`src/rtl/train_timer_bank_if.sv`:
```
// Control/status bundle for train_timer_bank: per-channel strobes in, per-channel
// status and live counts out. Vectors are packed channel-major (channel i at [i*WIDTH +: WIDTH]).
interface train_timer_bank_if #(
    parameter int NCH   = 4,
    parameter int WIDTH = 19
);
    logic [NCH-1:0]       load;
    logic [NCH*WIDTH-1:0] load_val;
    logic [NCH-1:0]       mode;
    logic [NCH-1:0]       pause;
    logic [NCH-1:0]       clear;
    logic [NCH-1:0]       expired;
    logic [NCH-1:0]       done;
    logic [NCH*WIDTH-1:0] count;
    logic                 busy;

    modport master (
        output load, load_val, mode, pause, clear,
        input  expired, done, count, busy
    );

    modport slave (
        input  load, load_val, mode, pause, clear,
        output expired, done, count, busy
    );
endinterface

```
`src/rtl/train_timer_bank.sv`:
```
// Bank of NCH independent down-counting timers sharing one clk prescaler.
// Each channel: load/clear/pause, one-shot or auto-reload, expired level and done pulse.
module train_timer_bank #(
    parameter int WIDTH    = 19,
    parameter int NCH      = 4,
    parameter int PRESCALE = 1
) (
    input  logic               clk,
    input  logic               rst_n,
    train_timer_bank_if.slave  bus
);

    typedef enum logic [1:0] {
        ST_IDLE = 2'd0,
        ST_RUN  = 2'd1,
        ST_HOLD = 2'd2
    } chan_state_e;

    logic tick;

    // Shared prescaler; free-running and never restarted by a load.
    generate
        if (PRESCALE <= 1) begin : g_no_presc
            assign tick = 1'b1;
        end else begin : g_presc
            localparam int PW = $clog2(PRESCALE);
            logic [PW-1:0] presc_q;
            logic [PW-1:0] presc_d;

            always_comb begin
                presc_d = presc_q + PW'(1);
                if (presc_q == PW'(PRESCALE - 1)) begin
                    presc_d = '0;
                end
            end

            always_ff @(posedge clk or negedge rst_n) begin
                if (!rst_n) begin
                    presc_q <= '0;
                end else begin
                    presc_q <= presc_d;
                end
            end

            assign tick = (presc_q == PW'(PRESCALE - 1));
        end
    endgenerate

    logic [NCH-1:0] expired_w;

    genvar gi;
    generate
        for (gi = 0; gi < NCH; gi++) begin : g_chan
            chan_state_e      state_q, state_d;
            logic [WIDTH-1:0] count_q, count_d;
            logic [WIDTH-1:0] reload_q, reload_d;
            logic             mode_q, mode_d;
            logic             done_q, done_d;
            logic [WIDTH-1:0] load_val_w;

            assign load_val_w = bus.load_val[gi*WIDTH +: WIDTH];

            always_comb begin
                state_d  = state_q;
                count_d  = count_q;
                reload_d = reload_q;
                mode_d   = mode_q;
                done_d   = 1'b0;

                if (bus.clear[gi]) begin
                    state_d = ST_IDLE;
                    count_d = '0;
                end else if (bus.load[gi]) begin
                    reload_d = load_val_w;
                    mode_d   = bus.mode[gi];
                    if (load_val_w == '0) begin
                        // A zero-length timer completes on the load edge itself.
                        state_d = ST_IDLE;
                        count_d = '0;
                        done_d  = 1'b1;
                    end else begin
                        state_d = ST_RUN;
                        count_d = load_val_w;
                    end
                end else if (state_q != ST_IDLE) begin
                    if (bus.pause[gi]) begin
                        // Ticks seen while paused are dropped, not queued.
                        state_d = ST_HOLD;
                    end else begin
                        // Releasing pause resumes counting on the same edge.
                        state_d = ST_RUN;
                        if (tick) begin
                            if (count_q > WIDTH'(1)) begin
                                count_d = count_q - WIDTH'(1);
                            end else begin
                                done_d = 1'b1;
                                if (mode_q) begin
                                    count_d = reload_q;
                                end else begin
                                    state_d = ST_IDLE;
                                    count_d = '0;
                                end
                            end
                        end
                    end
                end
            end

            always_ff @(posedge clk or negedge rst_n) begin
                if (!rst_n) begin
                    state_q  <= ST_IDLE;
                    count_q  <= '0;
                    reload_q <= '0;
                    mode_q   <= 1'b0;
                    done_q   <= 1'b0;
                end else begin
                    state_q  <= state_d;
                    count_q  <= count_d;
                    reload_q <= reload_d;
                    mode_q   <= mode_d;
                    done_q   <= done_d;
                end
            end

            assign expired_w[gi]                 = (state_q == ST_IDLE);
            assign bus.done[gi]                  = done_q;
            assign bus.count[gi*WIDTH +: WIDTH]  = count_q;
        end
    endgenerate

    assign bus.expired = expired_w;
    assign bus.busy    = |(~expired_w);

endmodule

```
`src/flat_wrapper.sv`:
```
// flat-port wrapper written by rule: the top's interface ports become plain ports
module train_timer_bank_flat 
#(
    parameter int WIDTH    = 19,
    parameter int NCH      = 4,
    parameter int PRESCALE = 1
)
  (clk, rst_n, bus_load, bus_load_val, bus_mode, bus_pause, bus_clear, bus_expired, bus_done, bus_count, bus_busy);
  train_timer_bank_if #(.NCH(NCH), .WIDTH(WIDTH)) bus_i ();
  input  logic clk;
  input  logic rst_n;
  input wire logic [$bits(bus_i.load)-1:0] bus_load;
  input wire logic [$bits(bus_i.load_val)-1:0] bus_load_val;
  input wire logic [$bits(bus_i.mode)-1:0] bus_mode;
  input wire logic [$bits(bus_i.pause)-1:0] bus_pause;
  input wire logic [$bits(bus_i.clear)-1:0] bus_clear;
  output wire logic [$bits(bus_i.expired)-1:0] bus_expired;
  output wire logic [$bits(bus_i.done)-1:0] bus_done;
  output wire logic [$bits(bus_i.count)-1:0] bus_count;
  output wire logic [$bits(bus_i.busy)-1:0] bus_busy;
  assign bus_i.load = bus_load;
  assign bus_i.load_val = bus_load_val;
  assign bus_i.mode = bus_mode;
  assign bus_i.pause = bus_pause;
  assign bus_i.clear = bus_clear;
  assign bus_expired = bus_i.expired;
  assign bus_done = bus_i.done;
  assign bus_count = bus_i.count;
  assign bus_busy = bus_i.busy;
  train_timer_bank #(.WIDTH(WIDTH), .NCH(NCH), .PRESCALE(PRESCALE)) u_core (.clk(clk), .rst_n(rst_n), .bus(bus_i));
endmodule
```
`config.mk`:
```
export PLATFORM = sky130hd
export DESIGN_NAME = train_timer_bank_flat
export DESIGN_NICKNAME = d
export VERILOG_FILES = /design/src/rtl/train_timer_bank_if.sv /design/src/rtl/train_timer_bank.sv /design/src/flat_wrapper.sv
export SDC_FILE = /design/constraint.sdc
export NUM_CORES = 1
export LEC_CHECK = 0
export BUFFER_PORTS_ARGS = -buffer_cell sky130_fd_sc_hd__buf_2
export CELL_PAD_IN_SITES_DETAIL_PLACEMENT = 0
export CELL_PAD_IN_SITES_GLOBAL_PLACEMENT = 1
export CORE_ASPECT_RATIO = 1.25
export CORE_MARGIN = 2
export CORE_UTILIZATION = 42
export DETAILED_ROUTE_END_ITERATION = 12
export PLACE_DENSITY_LB_ADDON = 0.1
export SYNTH_ARGS = -nofsm -noshare
export SYNTH_HDL_FRONTEND = slang
export SYNTH_SLANG_ARGS = --single-unit
```
`constraint.sdc`:
```
create_clock -name clk -period 3.57 [get_ports clk]
set_input_delay 0.714 -clock clk [delete_from_list [all_inputs] [get_ports clk]]
set_output_delay 0.714 -clock clk [all_outputs]
set_load 0.02 [all_outputs]
```
# ---- Yosys cells after proc, flatten, opt, wreduce, memory -nomap -nowiden
# Index checks and enable logic that the tools add are counted.
dict set report word_totals {
  regBits 168
  in_bits 94
  output_inout_bits 85
  word_cells 142
}
dict set report op_classes {
  add_sub_neg 4
  magnitude_cmp 4
  n_eq_ne 4
  muxes 80
  bitwise_logic 5
  reduce_logical 25
}
# cell count
set op_table {}
lappend op_table {{2-to-1 mux 19 bit} 28}
lappend op_table {{greater-than comparator 19 x 1 -> 1 bit, second input constant} 4}
lappend op_table {{zero test 19 bit} 4}
lappend op_table {{subtractor 19 x 1 -> 19 bit, second input constant} 4}
lappend op_table {{2-to-1 mux 2 bit} 20}
lappend op_table {{2-to-1 mux 1 bit} 32}
lappend op_table {{AND reduction 2 bit} 8}
lappend op_table {{!= test 3 x 2 -> 1 bit, second input constant} 4}
lappend op_table {{nonzero test 3 bit} 4}
lappend op_table {{zero test 2 bit} 4}
lappend op_table {{nonzero test 2 bit} 4}
lappend op_table {{inverter 1 bit} 4}
lappend op_table {{inverter 4 bit} 1}
lappend op_table {{OR reduction 4 bit} 1}

# ---- Depth between registers and ports, before layout
dict set report depth {
  depth_word 6
  mapped_depth 9
  ltp_nobuf 7
}

# ---- Worst setup path after synthesis
# Ideal clock, no wire load.
dict set report synth_path {
  path_type {register to register}
  startpoint {register u_core.g_chan[3].count_q[3]}
  endpoint {register u_core.g_chan[3].count_q[9]}
  arrival_time_ps 2526
  slack_ps 937
  stages_incl_launch_ff 7
  path_buffers 1
  path_cell_list {dfrtp_1 -> or4_4 -> or4_4 -> or2_1 -> buf_6 -> mux2_4 -> a2111oi_4}
}
dict set report synth_via {
  elab_chain_cells 6
}
# element line_no
set synth_lines {}
lappend synth_lines {{from (decl)} train_timer_bank.sv:55} ;# logic [WIDTH-1:0] count_q, count_d;
lappend synth_lines {{from (signal assigned)} train_timer_bank.sv:118} ;# count_q <= count_d;
lappend synth_lines {{subtractor 19 x 1 -> 19 bit / greater-than comparator 19 x 1 -> 1 bit (equally long branches)} {train_timer_bank.sv:94, train_timer_bank.sv:93}}
lappend synth_lines {{2-to-1 mux 19 bit *} train_timer_bank.sv:93} ;# if (count_q > WIDTH'(1)) begin
lappend synth_lines {{2-to-1 mux 19 bit *} train_timer_bank.sv:86} ;# if (bus.pause[gi]) begin
lappend synth_lines {{2-to-1 mux 19 bit *} train_timer_bank.sv:85} ;# end else if (state_q != ST_IDLE) begin
lappend synth_lines {{2-to-1 mux 19 bit *} train_timer_bank.sv:73} ;# end else if (bus.load[gi]) begin
lappend synth_lines {{2-to-1 mux 19 bit *} train_timer_bank.sv:70} ;# if (bus.clear[gi]) begin
# Mark *: on every way between the ends. The rest lies on a longest branch, timed or not. The select of a mux whose other input is x is not followed.
# A chain may end at the register's enable or synchronous reset.

# ---- Worst setup path in the final report
dict set report layout_path {
  startpoint {register u_core.g_chan[3].count_q[9]}
  endpoint {register u_core.g_chan[3].count_q[9]}
}
# The elaborated chain is that of the path after synthesis.

==> Implementation_results.wiki <==
{| class="wikitable"
! Metric !! Value
|-
| Result of the run || finished, final reports clean
|-
| Final number of max-transition violations || 0
|-
| Final Hold Vio Count || 0
|-
| TritonCTS clock tree || built
|-
| Share of Yosys cell area claimed by the top area cell type || 43.8%
|-
| H-tree lvl count || 4
|-
| Share of the yosys chip area belonging to registers || 43.8%
|-
| Post CTS Setup Buffer Count || 0
|-
| Clock Tree Buf Depth || 2
|-
| Nature of the critical path endpoint || flop
|-
| # port buffers || 178
|-
| Required time worst endpoint || 3.90 ns
|-
| Max incr delay on CP || 0.72 ns
|-
| Residual overflow from global routing || 0
|-
| Ys async rst share || 100%
|-
| Num rows || 61
|-
| Initial DRT Pass Iterations || 5
|-
| Layout Area Growth over Synthesis || 17.9%
|-
| Sum of net half-perimeters after detailed placement || 21,000 microns
|-
| Total number of vias || 9,132
|-
| Number of antenna violations at the first check in global routing || 1
|-
| Chain of cells forming the critical path || nor4_1 > nand4b_1 > or2_1 > mux2_4 > a2111oi_4
|-
| Total number of nets in the final design || 1,384
|-
| Syn Inst Count || 1,129
|-
| Clk sink count || 168
|-
| Final weighted congestion in routability-driven placement || 0.850
|-
| Final wirelength || 30,100 microns
|-
| Cell types occupying the most area after synthesis || sky130_fd_sc_hd__dfrtp_1 (44%), sky130_fd_sc_hd__nand2_1 (12%), sky130_fd_sc_hd__nor4_1 (3.1%), sky130_fd_sc_hd__xnor2_1 (2.8%), sky130_fd_sc_hd__o21ai_0 (2.8%)
|-
| Antenna cell count || 0
|-
| Pwr dens || 465 nW/um^2
|-
| Maximum clock rate || 333 MHz
|-
| Top post-synthesis cells by count || sky130_fd_sc_hd__nand2_1 (315), sky130_fd_sc_hd__dfrtp_1 (168), sky130_fd_sc_hd__nor2_1 (68)
|-
| Die area || 24,100 sq um
|-
| Most common flop cell mapped by yosys || sky130_fd_sc_hd__dfrtp_1
|-
| Data arrival at the endpoint of the critical path || 3.34 ns
|-
| Wirelength per Cell || 19.1 microns
|-
| Post-route ant nets || 0
|-
| Initial Util || 42.9%
|-
| Vert. Die Dim || 173 microns
|-
| Floorplan Core Area || 22,400 sq um
|-
| Setup TNS || 0 ns
|-
| Number of global-route vias before repair || 9,030
|-
| Summed instance area of the synthesized netlist || 9600 sq um
|-
| Avg Vias per Cell || 5.79
|-
| Count of maximum capacitance violations || 0
|-
| Slowest cell on the critical path || sky130_fd_sc_hd__nor4_1
|-
| First-pass GRT wire length || 49,300 microns
|-
| Horizontal extent of the die || 139 microns
|-
| Number of synthesized flops with an enable pin || 0
|-
| Yosys warns || 0
|-
| Worst-Skew Late Latency || 0.44 ns
|-
| Tightest hold margin || 0.313 ns
|-
| Tightest Hold Check Type || input port to asynchronous set/reset pin
|-
| Average instance area after synthesis || 8.50 sq um
|-
| RSZ-0062 raised after global routing || false
|-
| Fraction of the cycle the final worst path needs || 84.1%
|-
| Yosys top cell by area || sky130_fd_sc_hd__dfrtp_1
|-
| Area taken by multi-input logic gates || 5040 sq um
|-
| Clock-pin transition on the worst setup and hold timing paths || 0.07 ns
|-
| Layout cells sized above 1 || 20.9%
|-
| Flip-flop and latch area || 4200 sq um
|-
| Number of buffers created by CTS || 17
|-
| Iteration-0 DRC Markers || 627
|-
| Setup violation total in the final timing report || 0
|-
| Critical-path maximum fanout || 15
|-
| Kind of critical path || flop to flop
|-
| Resize count post-CTS || 0
|-
| Root buffer selected by CTS || sky130_fd_sc_hd__clkbuf_16
|-
| Static Leak || 5.39 nW
|-
| Number of fill cells || 2,254
|-
| Slew margin rel. || 35.5%
|-
| Flops & latches, synth || 168
|-
| Count of cell types in the netlist || 69
|-
| Post-layout min period || 3.00 ns
|-
| Clock skew || 0.0100 ns
|-
| Count of pins on the block boundary || 179
|-
| Pin count of the biggest net entering global routing || 78
|-
| Measured slew at the worst slew-check pin || 0.968 ns
|-
| Count of unresolved DRC violations after routing || 0
|-
| Element type at the critical path start || flop
|-
| Number of nets produced by synthesis || 1,231
|-
| Count leader, synth || sky130_fd_sc_hd__nand2_1
|-
| Core occupancy in the finished layout || 50.6%
|-
| Number of hold buffers added after CTS || 0
|-
| Global Route Usage Sum || 25.1%
|-
| Worst voltage drop across the vdd grid || 0.344 mV
|}
final cells by class:
class | instances | area share (%)
multi-input cells | 872 | 44.6
flip-flops and latches | 168 | 37.1
repair buffers | 199 | 9.43
clock buffers | 24 | 4.34
well taps | 283 | 3.13
inverters | 24 | 0.796
clock inverters | 7 | 0.608
placed cells by master (no fill, tap or decap), drive strengths merged, types with 9 or more instances in the layout:
master	n
or4	14
nor2	68
a31oi	14
nor4	47
a22oi	28
dfrtp	168
a21oi	29
nor3	29
o21ai	54
buf	199
a22o	10
nand4	23
clkbuf	24
o221ai	10
inv	23
mux2	22
nand2	315
or3	9
xor2	19
xnor2	31
nand3	19
registers in the layout, indices dropped and copies added (netlist names):
signal and count:
u_core.g_chan.state_q 8, u_core.g_chan.reload_q 76, u_core.g_chan.mode_q 4, u_core.g_chan.count_q 76, u_core.g_chan.done_q 4
worst paths after layout:
check	start	endpoint	slack, ns	cells past startpoint
max in group asynchronous	rst_n	u_core.g_chan[0].reload_q[4]	2.38	2
min reg2reg	u_core.g_chan[1].reload_q[3]	u_core.g_chan[1].reload_q[3]	0.47	2
max reg2reg	u_core.g_chan[3].count_q[9]	u_core.g_chan[3].count_q[9]	0.57	5
min in group clk	bus_mode[0]	u_core.g_chan[0].mode_q	0.46	3
min	rst_n	u_core.g_chan[2].reload_q[5]	0.31	1
max	u_core.g_chan[3].count_q[9]	u_core.g_chan[3].count_q[9]	0.57	5
layer usage:
layer	track usage [%]	wire (microns)	vias to the layer above
li1	-	-	4350
met1	34.3	13600	4448
met2	40.6	14300	276
met3	4.43	1480	56
met4	8.29	675	2
met5	0	13	-
critical path: cells and delay by family (launching register included):
kind             cells  cell delay, ns
AND/OR/NAND/NOR      3            1.71
AO/OA/AOI/OAI        1            0.33
flip-flops           1            0.43
multiplexers         1            0.42
through the flow:
stage | instances | cell area, sq um | worst slack (ns) | power [mW]
after floorplan | 1129 | 9600 | 0.937 | 3.05
after global placement | 1546 | 10800 | 0.722 | 3.47
after detailed placement | 1546 | 10800 | 0.626 | 3.48
after CTS | 1577 | 11300 | 0.605 | 5.30
after global routing | 1577 | 11300 | 0.313 | 5.53
final | 1577 | 11300 | 0.566 | 5.26
logic make-up (layout without fill, tap and decap cells):
logic type,count (synthesis),after routing,synth area share [%]
mux,30,30,3.53
compound gates,221,221,16.6
fa+ha+maj,8,8,1.04
buf+inv,89,254,3.71
flops,168,168,43.8
xor+xnor,50,50,4.56
simple gates,563,563,26.7
power breakdown:
part / switching (mW) / total, mW / leakage (nW) / internal (mW)
Sequential: 0.210 / 2.30 / 2.16 / 2.09
Clock: 0.782 / 1.81 / 0.272 / 1.03
Combinational: 0.694 / 1.15 / 2.96 / 0.460
Total: 1.69 / 5.26 / 5.39 / 3.58
Note: power is estimated with default switching activity, not from simulation.
